==> src/rtl/act_relu_quant.sv <==
// Activation stage feeding the 2x2 pooler: per-channel bias add, ReLU, round-half-up right shift,
// saturate to DATA_WIDTH. Fixed 3-stage pipeline, no back-pressure.
module act_relu_quant #(
  parameter int unsigned ACC_WIDTH  = 32,
  parameter int unsigned DATA_WIDTH = 8,
  parameter int unsigned MAX_CH     = 16,
  localparam int unsigned CW        = $clog2(MAX_CH)
) (
  input  logic                  clk,
  input  logic                  rst,
  input  logic                  cfg_we_i,
  input  logic [CW-1:0]         cfg_addr_i,
  input  logic [ACC_WIDTH-1:0]  cfg_bias_i,
  input  logic                  start_i,
  input  logic [4:0]            cfg_shift_i,
  input  logic [CW:0]           cfg_ch_num_i,
  input  logic                  acc_valid_i,
  input  logic                  acc_last_i,
  input  logic [ACC_WIDTH-1:0]  acc_data_i,
  output logic                  act_valid_o,
  output logic                  act_last_o,
  output logic [DATA_WIDTH-1:0] act_result_o,
  output logic                  busy_o
);

  typedef enum logic [1:0] {StIdle, StRun, StDrain} state_e;

  state_e               state_q, state_d;
  logic [CW-1:0]        ch_idx_q, ch_idx_d;
  logic [CW:0]          ch_num_q, ch_num_clamped;
  logic [4:0]           shift_q;
  logic [ACC_WIDTH-1:0] bias_q [MAX_CH];

  logic                 accept, cfg_take, start_take;
  logic [2:0]           vld_q, lst_q;
  logic [ACC_WIDTH:0]   s1_q, s2_q, s1_d, relu, rnd, quant;
  logic [DATA_WIDTH-1:0] res_q, sat;

  always_comb begin
    if (cfg_ch_num_i == '0) begin
      ch_num_clamped = (CW+1)'(1);
    end else if (cfg_ch_num_i > (CW+1)'(MAX_CH)) begin
      ch_num_clamped = (CW+1)'(MAX_CH);
    end else begin
      ch_num_clamped = cfg_ch_num_i;
    end
  end

  always_comb begin
    state_d    = state_q;
    ch_idx_d   = ch_idx_q;
    accept     = 1'b0;
    cfg_take   = 1'b0;
    start_take = 1'b0;
    unique case (state_q)
      StIdle: begin
        cfg_take = cfg_we_i;
        if (start_i) begin
          start_take = 1'b1;
          ch_idx_d   = '0;
          state_d    = StRun;
        end
      end
      StRun: begin
        if (acc_valid_i) begin
          accept = 1'b1;
          if (acc_last_i) begin
            state_d  = StDrain;
            ch_idx_d = '0;
          end else if ({1'b0, ch_idx_q} == ch_num_q - (CW+1)'(1)) begin
            ch_idx_d = '0;
          end else begin
            ch_idx_d = ch_idx_q + CW'(1);
          end
        end
      end
      StDrain: begin
        // Leave once the final activation is on the outputs.
        if (lst_q[2]) state_d = StIdle;
      end
      default: state_d = StIdle;
    endcase
  end

  // Sign-extended add cannot overflow in ACC_WIDTH+1 bits.
  assign s1_d = {acc_data_i[ACC_WIDTH-1], acc_data_i}
              + {bias_q[ch_idx_q][ACC_WIDTH-1], bias_q[ch_idx_q]};

  always_comb begin
    relu  = s1_q[ACC_WIDTH] ? '0 : s1_q;
    rnd   = (shift_q == 5'd0) ? '0 : ((ACC_WIDTH+1)'(1) << (shift_q - 5'd1));
    quant = (relu + rnd) >> shift_q;
  end

  assign sat = (|s2_q[ACC_WIDTH:DATA_WIDTH]) ? '1 : s2_q[DATA_WIDTH-1:0];

  always_ff @(posedge clk) begin
    if (!rst) begin
      state_q  <= StIdle;
      ch_idx_q <= '0;
      ch_num_q <= (CW+1)'(1);
      shift_q  <= '0;
      for (int i = 0; i < MAX_CH; i++) bias_q[i] <= '0;
      vld_q    <= '0;
      lst_q    <= '0;
      s1_q     <= '0;
      s2_q     <= '0;
      res_q    <= '0;
    end else begin
      state_q  <= state_d;
      ch_idx_q <= ch_idx_d;
      if (cfg_take) bias_q[cfg_addr_i] <= cfg_bias_i;
      if (start_take) begin
        shift_q  <= cfg_shift_i;
        ch_num_q <= ch_num_clamped;
      end
      vld_q <= {vld_q[1:0], accept};
      lst_q <= {lst_q[1:0], accept & acc_last_i};
      if (accept)   s1_q  <= s1_d;
      if (vld_q[0]) s2_q  <= quant;
      if (vld_q[1]) res_q <= sat;
    end
  end

  assign act_valid_o  = vld_q[2];
  assign act_last_o   = lst_q[2];
  assign act_result_o = res_q;
  assign busy_o       = (state_q != StIdle);

endmodule

==> config.mk <==
export PLATFORM = sky130hd
export DESIGN_NAME = act_relu_quant
export DESIGN_NICKNAME = d
export VERILOG_FILES = /design/src/rtl/act_relu_quant.sv
export SDC_FILE = /design/constraint.sdc
export NUM_CORES = 1
export LEC_CHECK = 0
export BUFFER_PORTS_ARGS = -buffer_cell sky130_fd_sc_hd__buf_2
export CAP_MARGIN = 5
export CORE_ASPECT_RATIO = 2
export CORE_MARGIN = 5
export CORE_UTILIZATION = 54
export CTS_BUF_LIST = sky130_fd_sc_hd__clkbuf_4
export DETAILED_ROUTE_END_ITERATION = 10
export GPL_TIMING_DRIVEN = 0
export PLACE_DENSITY = 0.71
export SLEW_MARGIN = 20
export SYNTH_ARGS = -nofsm -noshare
export SYNTH_HDL_FRONTEND = slang
export SYNTH_SLANG_ARGS = --single-unit
==> constraint.sdc <==
create_clock -name clk -period 5.8 [get_ports clk]
set_clock_uncertainty 0.15 [all_clocks]
set_input_delay 1.74 -clock clk [delete_from_list [all_inputs] [get_ports clk]]
set_output_delay 1.74 -clock clk [all_outputs]
set_load 0.03 [all_outputs]
## Word-level counts from Yosys, hierarchy flattened

Memory sizes are Yosys's and may differ from the RTL's. A register that Yosys moved wholly into a read port is not among the register bits.
Index checks and enable logic that the tools add are counted.

| word-level totals | value |
|---|---|
| register bits after elaboration | 96 |
| RAM bits | 512 |
| bits of input ports | 84 |
| output and inout bits | 11 |
| logic and storage cells | 64 |
| memories | 1 |

Memory list:

| name | depth | width | read ports | clocked after Yosys merged registers in | wr ports | line | text |
|---|---|---|---|---|---|---|---|
| bias_q | 16 | 32 | 1 | 1 | 16 | 32 | `logic [ACC_WIDTH-1:0] bias_q [MAX_CH];` |

| operators by class | value |
|---|---|
| add/subtract/negate cells | 5 |
| $lt $le $gt $ge | 1 |
| equality and inequality tests | 7 |
| shift-type cells | 2 |
| muxes and demuxes | 29 |
| bitwise logic cells | 1 |
| reductions and logical operators | 9 |

Operator list:

| cell | count |
|---|---|
| 32-bit 2-to-1 mux | 2 |
| 32-bit by 32-bit adder with 33-bit output | 1 |
| 32-bit by 33-bit adder with 33-bit output | 1 |
| 33-bit 2-to-1 mux | 1 |
| 1-bit by 5-bit << shifter with 33-bit output, first input constant | 1 |
| 33-bit by 5-bit >> shifter with 33-bit output | 1 |
| 32-bit OR reduction | 1 |
| 4-bit 2-to-1 mux | 7 |
| 25-bit OR reduction | 1 |
| 5-bit zero test | 2 |
| 1-bit 2-to-1 mux | 10 |
| 5-bit 2-to-1 mux | 2 |
| 5-bit by 1-bit subtractor with 5-bit output, second input constant | 2 |
| 2-bit 2-to-1 mux | 4 |
| 8-bit 2-to-1 mux | 1 |
| 2-bit inequality test, second input constant | 4 |
| 4-bit one-hot mux with 2 select lines | 1 |
| 2-bit one-hot mux with 3 select lines | 1 |
| 4-bit by 5-bit equality test with 1-bit output | 1 |
| 5-bit > comparator, second input constant | 1 |
| 4-bit by 1-bit adder with 4-bit output, second input constant | 1 |
| 4-bit AND reduction | 1 |
| 2-bit nonzero test | 2 |
| 3-bit AND reduction | 1 |
| 4 further kinds | 4 |

## Logic depth before layout (Yosys ltp)

| logic depth | value |
|---|---|
| depth in word-level cells | 8 |
| mapped depth | 17 |
| mapped depth without buffers | 15 |

## Worst setup path before layout

Ideal clock, no wire load.

| path | value |
|---|---|
| path kind | input port to flip-flop |
| from | input port rst |
| to | memory bias_q[11][0], enable pin |
| library setup time | 466 ps |
| arrival | 4,657 ps |
| required time | 5,184 ps |
| setup slack | 527 ps |
| stages | 4 |
| path buffers | 1 |
| cell sequence | clkbuf_1 -> and3_1 -> nand3_1 -> o21ai_0 |

RTL lines:

| item | line | text |
|---|---|---|
| from (decl) | 10 | `input logic rst,` |
| to (decl) | 32 |  |

## Worst setup path after layout

| path | value |
|---|---|
| from | register shift_q[0] |
| to | register s2_q[1] |

| on the way | value |
|---|---|
| word-level cells in the longest chain between the ends | 5 |
| elaborated cells between the ends (all ways) | 6 |
| classes of those cells | add/sub (2); shift (2); mux (1); reduce/logical (1) |

Ends and longest elaborated chain:

| item | line | text |
|---|---|---|
| from (decl) | 31 | `logic [4:0] shift_q;` |
| from (signal assigned) | 114 | `shift_q <= cfg_shift_i;` |
| 5-bit by 1-bit subtractor with 5-bit output | 91 | `rnd = (shift_q == 5'd0) ? '0 : ((ACC_WIDTH+1)'(1) << (shift_q - 5'd1));` |
| 1-bit by 5-bit << shifter with 33-bit output | 91 |  |
| 33-bit 2-to-1 mux | 91 |  |
| 32-bit by 33-bit adder with 33-bit output | 92 | `quant = (relu + rnd) >> shift_q;` |
| 33-bit by 5-bit >> shifter with 33-bit output * | 92 |  |
| to (signal assigned) | 120 | `if (vld_q[0]) s2_q <= quant;` |
| to (decl) | 36 | `logic [ACC_WIDTH:0] s1_q, s2_q, s1_d, relu, rnd, quant;` |

Mark *: on every way between the ends. The rest lies on a longest branch, timed or not.
A chain may end at the register's enable or synchronous reset.

==> results.sh <==
export IMPL_firstDrtPassIters=6
export IMPL_clk_transition_reported_paths_ps=80
export IMPL_status="finished with violations"
export IMPL_worst_slew_pin_transition_ps=1150
export IMPL_grtUsageTotal_pct=33.7
export IMPL_placed_area_um2=35100
export IMPL_root_buffer="clkbuf_4"
export IMPL_hold_viol=0
export IMPL_violations="setup timing"
export IMPL_vias_per_cell=6.38
export IMPL_die_w_um=184
export IMPL_wl_um=111000
export IMPL_place_inst=3561
export IMPL_die_y_um=358
export IMPL_multi_input_area_um2=14800
export IMPL_grt_overflow_total=0
export IMPL_fin_crit_ps=5820
export IMPL_final_period_utilization_pct=100
export IMPL_syn_cell_area_um2=32800
export IMPL_fin_area_um2=37200
export IMPL_antenna_found_initial=7
export IMPL_syn_area_per_cell_um2=12.3
export IMPL_finalNetCount=3088
export IMPL_synth_cells=2667
export IMPL_peakVddDrop_uv=227
export IMPL_synth_cell_type_count=96
export IMPL_setup_viol=1
export IMPL_syn_nets=2819
export IMPL_grt_max_degree=33
export IMPL_fillers=4733
export IMPL_drv_cap=0
export IMPL_h_tree_depth=4
export IMPL_numCtsBuffers=141
export IMPL_crit_required_ps=6500
export IMPL_start_util_pct=54.6
export IMPL_synthFlopType="edfxtp_1"
export IMPL_stdcell_count=3821
export IMPL_synth_seq_cells=612
export IMPL_cts_tree="built"
export IMPL_numPortBuffers=94
export IMPL_slew_viol_final=0
export IMPL_synth_edf_count=512
export IMPL_syn_to_final_growth_pct=13.5
export IMPL_slew_headroom_pct=23.6
export IMPL_wl_per_cell_um=29.1
export IMPL_drc=0
export IMPL_place_gp_congestion=1.02
export IMPL_reg2regPathDepth=17
export IMPL_grt_pass1_vias=25400
export IMPL_antenna_left=0
export IMPL_critPathArrivalTime_ps=6520
export IMPL_clockBufferDepth=3
export IMPL_dp_hpwl_um=85000
export IMPL_p_leak_nw=14.0
export IMPL_final_util_pct=62.0
export IMPL_dp_slack_ps=-1720
export IMPL_min_path_cells=1
export IMPL_worstSetupPathType="reg2reg"
export IMPL_ys_seq_area_share_pct=53.0
export IMPL_num_vias=24400
export IMPL_insertion_delay_ps=970
export IMPL_worst_slack_ps=-19.7
export IMPL_die_area_um2=66000
export IMPL_powerDensity_nw_per_um2=273
export IMPL_worstSetupEndpointType="flip-flop"
export IMPL_cts_sinks=612
export IMPL_drt_first_iter_violations=2066
export IMPL_cp_start_kind="flip-flop"
export IMPL_hold_path_class="reg2reg"
export IMPL_grt_pass1_wl_um=160000
export IMPL_hold_buffers=0
export IMPL_fmax_mhz=172
export IMPL_core_area_um2=60100
export IMPL_yosysWarningCount=0
export IMPL_final_seq_area_um2=17400
export IMPL_ys_async_sr_fraction_pct=0
export IMPL_ios=95
export IMPL_holdWs_ps=275
export IMPL_drive_above_1_share_pct=21.9
export IMPL_path_max_fanout=10
export IMPL_num_rows=127
## synthesized netlist by cell type (10+ instances only)
master / count / area (um^2)
ha_1: 66 / 826
clkbuf_1: 155 / 582
buf_2: 15 / 75.1
xnor2_1: 34 / 298
nand2b_1: 23 / 144
inv_1: 27 / 101
a21oi_1: 106 / 531
buf_1: 23 / 86.3
nor4_1: 12 / 75.1
nor2_1: 112 / 420
edfxtp_1: 512 / 15400
a21o_1: 30 / 225
o21ai_1: 12 / 60.1
xor2_1: 21 / 184
nand3_1: 47 / 235
a211oi_1: 11 / 82.6
and2_1: 527 / 3300
and3_1: 13 / 81.3
nor2b_1: 42 / 263
mux2_2: 10 / 113
o21ai_0: 66 / 330
mux2i_1: 29 / 290
o22ai_1: 11 / 68.8
nor3_1: 41 / 205
mux4_2: 165 / 3720
dfxtp_1: 100 / 2000
nand2_1: 180 / 676
a31oi_1: 12 / 75.1
or3_1: 10 / 62.6
nand4_1: 21 / 131
o221a_2: 12 / 135
o21a_1: 14 / 105
o211ai_1: 21 / 158
## where the power goes
| group | leakage, nW | internal [mW] | switching (mW) |
|---|---|---|---|
| sequential | 6.08 | 4.92 | 0.0634 |
| combinational | 6.81 | 0.616 | 0.988 |
| clock | 1.08 | 1.82 | 1.74 |
| total | 14.0 | 7.36 | 2.79 |
## critical path: stages, from the launching register on
cell      delay [ps]
dfxtp_1          510
clkbuf_1         560
clkbuf_1         530
nor3_2           160
ha_1             410
buf_6            170
nand4_1          240
nor4_4           410
nand4_1          350
nand3b_1         320
buf_4            160
nor3_1            50
a221oi_2         190
buf_4            170
a31oi_2          200
a222oi_1         570
o21ai_1          200
a221o_1          360
## cell families after synthesis
family / share of synthesized area, %
and+or+nand+nor: 18.0
DFF: 53.0
AOI/OAI and AO/OA: 9.58
buffers and inverters: 2.72
muxes: 12.6
adders and majority gates: 2.64
xor gates and xnor gates: 1.47
other: 0.0114
## through the flow
step,total power [mW],setup TNS (ps)
2_1_floorplan,6.02,0
3_3_place_gp,6.55,-897710
3_5_place_dp,6.63,-37980
4_1_cts,10.1,0
5_1_grt,10.5,-27.8
6_report,10.1,-19.7
## layout make-up
cell class | count | area share, %
antenna | 13 | 0.0874
buffer | 195 | 2.35
clock buffer | 201 | 4.05
clock inverter | 40 | 0.817
inverter | 29 | 0.292
multi-input combinational | 1829 | 39.9
sequential | 612 | 46.7
tap | 774 | 2.60
timing repair buffer | 128 | 3.24
## cells in the final DEF, fill, tap and decap left out, types with 12 or more instances in the layout
| cell type | count |
|---|---|
| inv_1 | 27 |
| o21a_1 | 14 |
| clkinv_1 | 22 |
| nor2b_1 | 42 |
| nand3_1 | 47 |
| ha_1 | 66 |
| a21o_1 | 30 |
| o21ai_0 | 52 |
| mux4_2 | 165 |
| o221a_2 | 12 |
| clkbuf_1 | 133 |
| clkbuf_4 | 202 |
| nand2b_1 | 19 |
| edfxtp_1 | 512 |
| buf_2 | 112 |
| nand2_1 | 176 |
| dfxtp_1 | 98 |
| and2_1 | 527 |
| o211ai_1 | 21 |
| clkbuf_2 | 22 |
| mux2i_1 | 27 |
| o21ai_1 | 14 |
| nor3_1 | 37 |
| xnor2_1 | 33 |
| nand4_1 | 21 |
| o21ai_4 | 12 |
| and3_1 | 13 |
| a21oi_1 | 106 |
| diode_2 | 13 |
| nor2_1 | 112 |
| buf_16 | 24 |
| xor2_1 | 21 |
## state kept, by name, summed over array words and instances (netlist names), named ones only
signal	cells
s2_q	33
act_result_o	8
shift_q	5
ch_idx_q	4
lst_q	3
ch_num_q	5
vld_q	3
bias_q	512
s1_q	33
state_q	2
## layer usage
metal | global-route usage, % | wire [um]
met1 | 30.9 | 32700
met2 | 63.9 | 61100
met3 | 6.08 | 7050
met4 | 25.9 | 10300
met5 | 0 | 0
## final timing paths
| check | from | to | slack [ps] |
|---|---|---|---|
| worst max register to register | shift_q[0] | s2_q[1] | -20 |
| worst max-delay path | shift_q[0] | s2_q[1] | -20 |
| worst min-delay path | lst_q[0] | lst_q[1] | 280 |
| worst min register to register | lst_q[0] | lst_q[1] | 280 |
## timing repair
| action | 4_1_cts | 5_1_grt |
|---|---|---|
| pin swaps | 2 | 3 |
| resized for setup | 58 | 21 |
| endpoints found under the setup margin | 45 | 24 |
| buffers inserted | 2 | 6 |
(Power assumes the default switching activity.)
